<file path="src/rtl/branch_target_unit.sv">
// Branch/jump/indirect target generation behind a stall/flush-aware stage,
// feeding a direct-mapped branch target buffer that IF reads combinationally.
module branch_target_unit #(
    parameter int unsigned ADDR_W    = 32,
    parameter int unsigned SHIFT     = 2,
    parameter int unsigned BTB_DEPTH = 16
) (
    input  logic              clk,
    input  logic              rst_n,
    input  logic              in_valid,
    input  logic              stall,
    input  logic              flush,
    input  logic [1:0]        mode,
    input  logic [ADDR_W-1:0] pcp4,
    input  logic [ADDR_W-1:0] imm,
    input  logic [ADDR_W-1:0] rs_val,
    input  logic              taken,
    input  logic              btb_clear,
    output logic              out_valid,
    output logic [ADDR_W-1:0] out_target,
    output logic              out_taken,
    output logic              out_misaligned,
    output logic              out_illegal,
    input  logic [ADDR_W-1:0] lookup_pc,
    output logic              btb_hit,
    output logic [ADDR_W-1:0] btb_target
);

    localparam int unsigned IDX_W  = $clog2(BTB_DEPTH);
    localparam int unsigned WORD_W = ADDR_W - SHIFT;
    localparam int unsigned TAG_W  = WORD_W - IDX_W;
    localparam logic [ADDR_W-1:0] GRAN       = ADDR_W'(1) << SHIFT;
    localparam logic [ADDR_W-1:0] ALIGN_MASK = GRAN - ADDR_W'(1);

    localparam logic [1:0] MODE_BRANCH = 2'b00;
    localparam logic [1:0] MODE_JUMP   = 2'b01;
    localparam logic [1:0] MODE_REG    = 2'b10;

    logic [ADDR_W-1:0] imm_sh_c;
    logic [ADDR_W-1:0] target_c;
    logic              taken_c;
    logic              misaligned_c;
    logic              illegal_c;
    logic [ADDR_W-1:0] src_pc;

    assign imm_sh_c = imm << SHIFT;

    // Target, effective-taken and fault flags for the instruction presented by ID
    always_comb begin
        target_c     = pcp4;
        taken_c      = 1'b0;
        misaligned_c = 1'b0;
        illegal_c    = 1'b0;
        case (mode)
            MODE_BRANCH: begin
                target_c = pcp4 + imm_sh_c;
                taken_c  = taken;
            end
            MODE_JUMP: begin
                target_c = {pcp4[ADDR_W-1 -: 4], imm_sh_c[ADDR_W-5:0]};
                taken_c  = 1'b1;
            end
            MODE_REG: begin
                target_c     = rs_val;
                taken_c      = 1'b1;
                misaligned_c = |(rs_val & ALIGN_MASK);
            end
            default: illegal_c = 1'b1;
        endcase
    end

    // Result stage: flush beats stall beats load
    always_ff @(posedge clk or negedge rst_n) begin
        if (!rst_n) begin
            out_valid      <= 1'b0;
            out_target     <= '0;
            out_taken      <= 1'b0;
            out_misaligned <= 1'b0;
            out_illegal    <= 1'b0;
            src_pc         <= '0;
        end else if (flush) begin
            out_valid <= 1'b0;
        end else if (!stall) begin
            out_valid <= in_valid;
            if (in_valid) begin
                out_target     <= target_c;
                out_taken      <= taken_c;
                out_misaligned <= misaligned_c;
                out_illegal    <= illegal_c;
                src_pc         <= pcp4 - GRAN;
            end
        end
    end

    logic              write_en_c;
    logic [WORD_W-1:0] src_word_c;
    logic [IDX_W-1:0]  wr_idx_c;
    logic [TAG_W-1:0]  wr_tag_c;

    assign write_en_c = out_valid & out_taken & ~out_misaligned & ~out_illegal & ~flush;
    assign src_word_c = WORD_W'(src_pc >> SHIFT);
    assign wr_idx_c   = src_word_c[IDX_W-1:0];
    assign wr_tag_c   = src_word_c[WORD_W-1:IDX_W];

    logic [BTB_DEPTH-1:0] btb_valid;
    logic [TAG_W-1:0]     btb_tag [BTB_DEPTH];
    logic [ADDR_W-1:0]    btb_tgt [BTB_DEPTH];

    // Valid bits reset and clear; clear takes priority over a same-edge allocate
    always_ff @(posedge clk or negedge rst_n) begin
        if (!rst_n) begin
            btb_valid <= '0;
        end else if (btb_clear) begin
            btb_valid <= '0;
        end else if (write_en_c) begin
            btb_valid[wr_idx_c] <= 1'b1;
        end
    end

    always_ff @(posedge clk) begin
        if (write_en_c) begin
            btb_tag[wr_idx_c] <= wr_tag_c;
            btb_tgt[wr_idx_c] <= out_target;
        end
    end

    logic [WORD_W-1:0] look_word_c;
    logic [IDX_W-1:0]  look_idx_c;
    logic [TAG_W-1:0]  look_tag_c;

    assign look_word_c = WORD_W'(lookup_pc >> SHIFT);
    assign look_idx_c  = look_word_c[IDX_W-1:0];
    assign look_tag_c  = look_word_c[WORD_W-1:IDX_W];

    // Prediction read for IF; no bypass of a write landing on this edge
    assign btb_hit    = btb_valid[look_idx_c] && (btb_tag[look_idx_c] == look_tag_c);
    assign btb_target = btb_hit ? btb_tgt[look_idx_c] : '0;

endmodule

</file>
<file path="config.mk">
export PLATFORM = sky130hd
export DESIGN_NAME = branch_target_unit
export DESIGN_NICKNAME = d
export VERILOG_FILES = /design/src/rtl/branch_target_unit.sv
export SDC_FILE = /design/constraint.sdc
export NUM_CORES = 1
export LEC_CHECK = 0
export ABC_AREA = 1
export CELL_PAD_IN_SITES_DETAIL_PLACEMENT = 0
export CELL_PAD_IN_SITES_GLOBAL_PLACEMENT = 2
export CORE_MARGIN = 2
export CORE_UTILIZATION = 30
export CTS_CLUSTER_DIAMETER = 40
export DETAILED_ROUTE_END_ITERATION = 8
export HOLD_SLACK_MARGIN = 0.15
export PLACE_DENSITY = 0.64
export SETUP_SLACK_MARGIN = 0.4
export SLEW_MARGIN = 20
export SYNTH_ARGS = -nofsm -noshare
export SYNTH_HDL_FRONTEND = slang
export SYNTH_SLANG_ARGS = --single-unit
</file>
<file path="constraint.sdc">
create_clock -name clk -period 4.9 [get_ports clk]
set_clock_uncertainty 0.2 [all_clocks]
set_input_delay 0.98 -clock clk [delete_from_list [all_inputs] [get_ports clk]]
set_output_delay 0.98 -clock clk [all_outputs]
set_load 0.05 [all_outputs]
</file>
==> key figures <==
Synth
  – Most common cell in the synthesized netlist: nand2_1
  – Sequential area share after synthesis: 0.6808
  – Main area contributors after synthesis: edfxtp_1 63%, nand2_1 8.8%, dfrtp_1 4.7%, a21oi_1 3.8%, nand3_1 3.3%
  – Post-Synthesis Cell Area: 43940 sq um
  – Commonest cells post-synth: 1033 x nand2_1, 928 x edfxtp_1, 335 x a21oi_1, 315 x nor2_1, 294 x nand3_1
  – Predominant post-synthesis flop cell: edfxtp_1
  – Syn nets: 4119
  – Area share of the largest cell type after synthesis: 0.6341
  – FFs w/ async S/R, synth: 0.08119
  – Unique cell type count in the Yosys netlist: 44
  – Post-synth EDFFs: just over 900
  – Flops & latches, synth: 1010
  – Synth warn: 0
  – Cell taking the most area after synthesis: edfxtp_1
  – Syn_area_per_cell: 11.13 sq um
  – Synth Instances: 3947

Pwr
  – Net Sw Frac: 0.2558
  – Power per cell area: slightly above 400 nW/um^2
  – Seq pwr share: 0.452
  – Clock Power Share: 0.455
  – Leakage: 20.83 nW
  – P_sw: 5.795 mW
  – VDD IR-drop max: 0.3640 mV
  – Combinational Power Share: 0.093
  – Pint: 16.86 mW

Global route
  – Largest net degree at the start of global routing: 73
  – GRT Util Overall: 0.2057
  – Vias in the first global route: about 31000
  – GRT Residual Overflow: 0
  – First-pass GRT wire length: around 220000 microns
  – Initial antenna violation count: 5

Detailed routing
  – DRC violation count after routing: 0
  – 1st-pass router iterations: 5
  – Total wire length: 156600 microns
  – Antenna-violating nets left: 0
  – DR vias/cell: 5.022
  – WL per Instance: 24.87 microns
  – Vias: approximately 32000
  – Initial drt markers: 2603

Timing
  – Slew Limit Fails: 0
  – FMAX: 220.2 MHz
  – Min Clock Period, post-route: 4.540 ns
  – Fin. Hold Viols: 0
  – Final hold slack: 0.2833 ns
  – RSZ-0062 raised after global routing: true
  – Max-Slew Margin vs Limit: 0.3855
  – Final worst-path cycle share: 0.9266
  – Setup TNS after final layout: 0 ns
  – Final setup violation count: 0
  – Worst-margin pin slew: approximately 0.92 ns

Floorplanning
  – Initial Utilization: 0.3019
  – Die Height: 386.7 microns
  – Core Area: 145600 sq um
  – Die width: 386.7 microns
  – Io pins: roughly 210
  – Row count: 140
  – Area of the die: 149600 sq um

Critical path
  – Register-to-register setup slack: about 2.0 ns
  – Critical path class: input port to output port
  – Worst EP required: approximately 3.7 ns
  – Delay-heaviest family, CP: simple AND/OR/NAND/NOR gates
  – CP Launch Type: input port
  – Worst Setup End Kind: output port
  – Worst R2R Start: out_misaligned
  – CP startpoint: lookup_pc[2]
  – Crit-path cells: buf_16, buf_12, buf_16, nor2_1, nor2_1, o21ai_0, nand3_1, nand3_2, nand2_2, nand2_4, nand2_1, nor2_1, nand2_2, nor2_4, nand2_8, buf_16, nor3_4, buf_12
  – Max FO, Critical Path: 13
  – Buf+Inv Stages, Crit Path: 5
  – Slowest-stage cell, CP: buf_16
  – Slowest stage delay, CP: ~0.22 ns
  – Endpoint arrival time on the critical path: 3.36 ns

Status
  – Status: finished clean

Cells and area
  – Multi-input gate area: approximately 13000 sq um
  – Storage cell area: about 30000 sq um
  – # fillers: 13980
  – Final #Nets: 4429
  – Area Growth Syn to Fin: 27.55%
  – Fraction of layout cells with a size suffix above 1: 0.1332

Clock network
  – Clock H-tree levels: 4
  – Clock latency on the worst-skew pair: just under 0.8 ns
  – Clock sink count: slightly above 1000
  – Clock slew at reported path FFs: roughly 0.05 ns
  – Max clock buf depth: 3
  – CTS tree: done
  – Total CTS buffers: 146
  – CTS root buf: clkbuf_16

Worst hold path
  – Hold Startpoint: out_target[2]
  – Worst Hold Class: flip-flop to flip-flop

Placement
  – DPL Wire Length: roughly 86000 microns
  – Placer Congestion: about 0.84
  – IO Port Bufs: 201

Run
  – Max cap viols: 0
## flip-flops by register name, indices dropped and copies added (netlist names)
signal,flops
btb_tgt,512
btb_tag,416
out_target,32
src_pc,30
btb_valid,16
out_illegal,1
out_misaligned,1
out_taken,1
out_valid,1
## layout by cell type, fill, tap and decap left out, types with 26 or more instances in the layout
cell,synthesis,layout
a21oi_1,335,334
a221oi_1,131,131
buf_12,0,81
buf_16,0,28
buf_4,16,82
clkbuf_16,0,158
clkdlybuf4s50_1,0,163
dfrtp_1,82,82
edfxtp_1,928,928
ha_1,34,33
inv_1,217,216
nand2_1,1033,1024
nand3_1,294,262
nand3_2,1,31
nor2_1,315,290
nor3_4,0,31
o211ai_1,44,44
o21ai_0,123,113
o31ai_1,28,26
## what timing repair did
| item | CTS | global route |
|---|---|---|
| hold buffers | 1 | 0 |
| setup endpoints to repair | 33 | 33 |
| buffers inserted | 15 | 2 |
| pin swaps | 13 | 34 |
| gates resized for setup | 114 | 57 |
| endpoints found under the hold margin | 48 | 0 |
| cloned | 29 | 8 |
## final cells by class
cell class              count  share of cell area
clock inverters            97             0.01737
flip-flops and latches   1010              0.5338
repair buffers            387             0.09447
repair inverters            4            0.001272
diodes                      1          0.00004465
inverters                 224             0.01598
well taps                1917             0.04279
clock buffers             172             0.06880
multi-input cells        2484              0.2255
## final timing paths
check | cells past startpoint | endpoint
max | 18 | btb_target[0]
min | 2 | out_target[2]
max reg2reg | 5 | btb_tgt[8][21]
min reg2reg | 2 | out_target[2]
max in group asynchronous | 3 | btb_valid[10]
min in group asynchronous | 2 | out_target[2]
## worst min-delay path, cell delays in order, from the launching register on
cell	delay (ns)
dfrtp_1	0.34
nand2_1	0.06
nand2_1	0.05
## power by group through the flow
| stage | combinational (mW) | sequential [mW] | clock, mW |
|---|---|---|---|
| CTS | 2.10 | 10.2 | 10.5 |
| floorplan | 0.882 | 10.4 | 0 |
| global route | 2.30 | 10.3 | 10.9 |
| global placement | 1.94 | 10.4 | 0 |
| finish | 2.11 | 10.2 | 10.3 |
| detailed placement | 1.94 | 10.4 | 0 |
## per-layer routing
| metal | track usage | up-vias | wire, microns |
|---|---|---|---|
| li1 | - | 14700 | - |
| met1 | 0.2997 | 15900 | 74760 |
| met2 | 0.3233 | 839 | 71180 |
| met3 | 0.03051 | 175 | 7845 |
| met4 | 0.04578 | 6 | 2765 |
| met5 | 0 | - | 41 |
## through the flow
stage / utilization / power (mW) / setup slack [ns] / instances / area, sq um
floorplan: - / 11.31 / 0.1214 / 3947 / 43960
global placement: 0.3387 / 12.35 / 0.08129 / 5971 / 49300
detailed placement: 0.3387 / 12.35 / 0.1212 / 5971 / 49300
CTS: 0.3821 / 22.85 / 0.3177 / 6285 / 55620
global route: 0.3850 / 23.43 / 0.2425 / 6295 / 56050
finish: 0.3851 / 22.66 / 0.3596 / 6296 / 56050
## kinds of logic (layout without fill, tap and decap cells)
kind of cell	Yosys count	after routing	share of synthesized area
simple gates	1721	1721	0.1622
flops	1010	1010	0.6808
compound gates	709	709	0.09775
buf+inv	453	884	0.04530
fa+ha+maj	35	35	0.01014
xor+xnor	19	19	0.003787
other cells	0	1	0
Power figures use the tool's default switching activity.
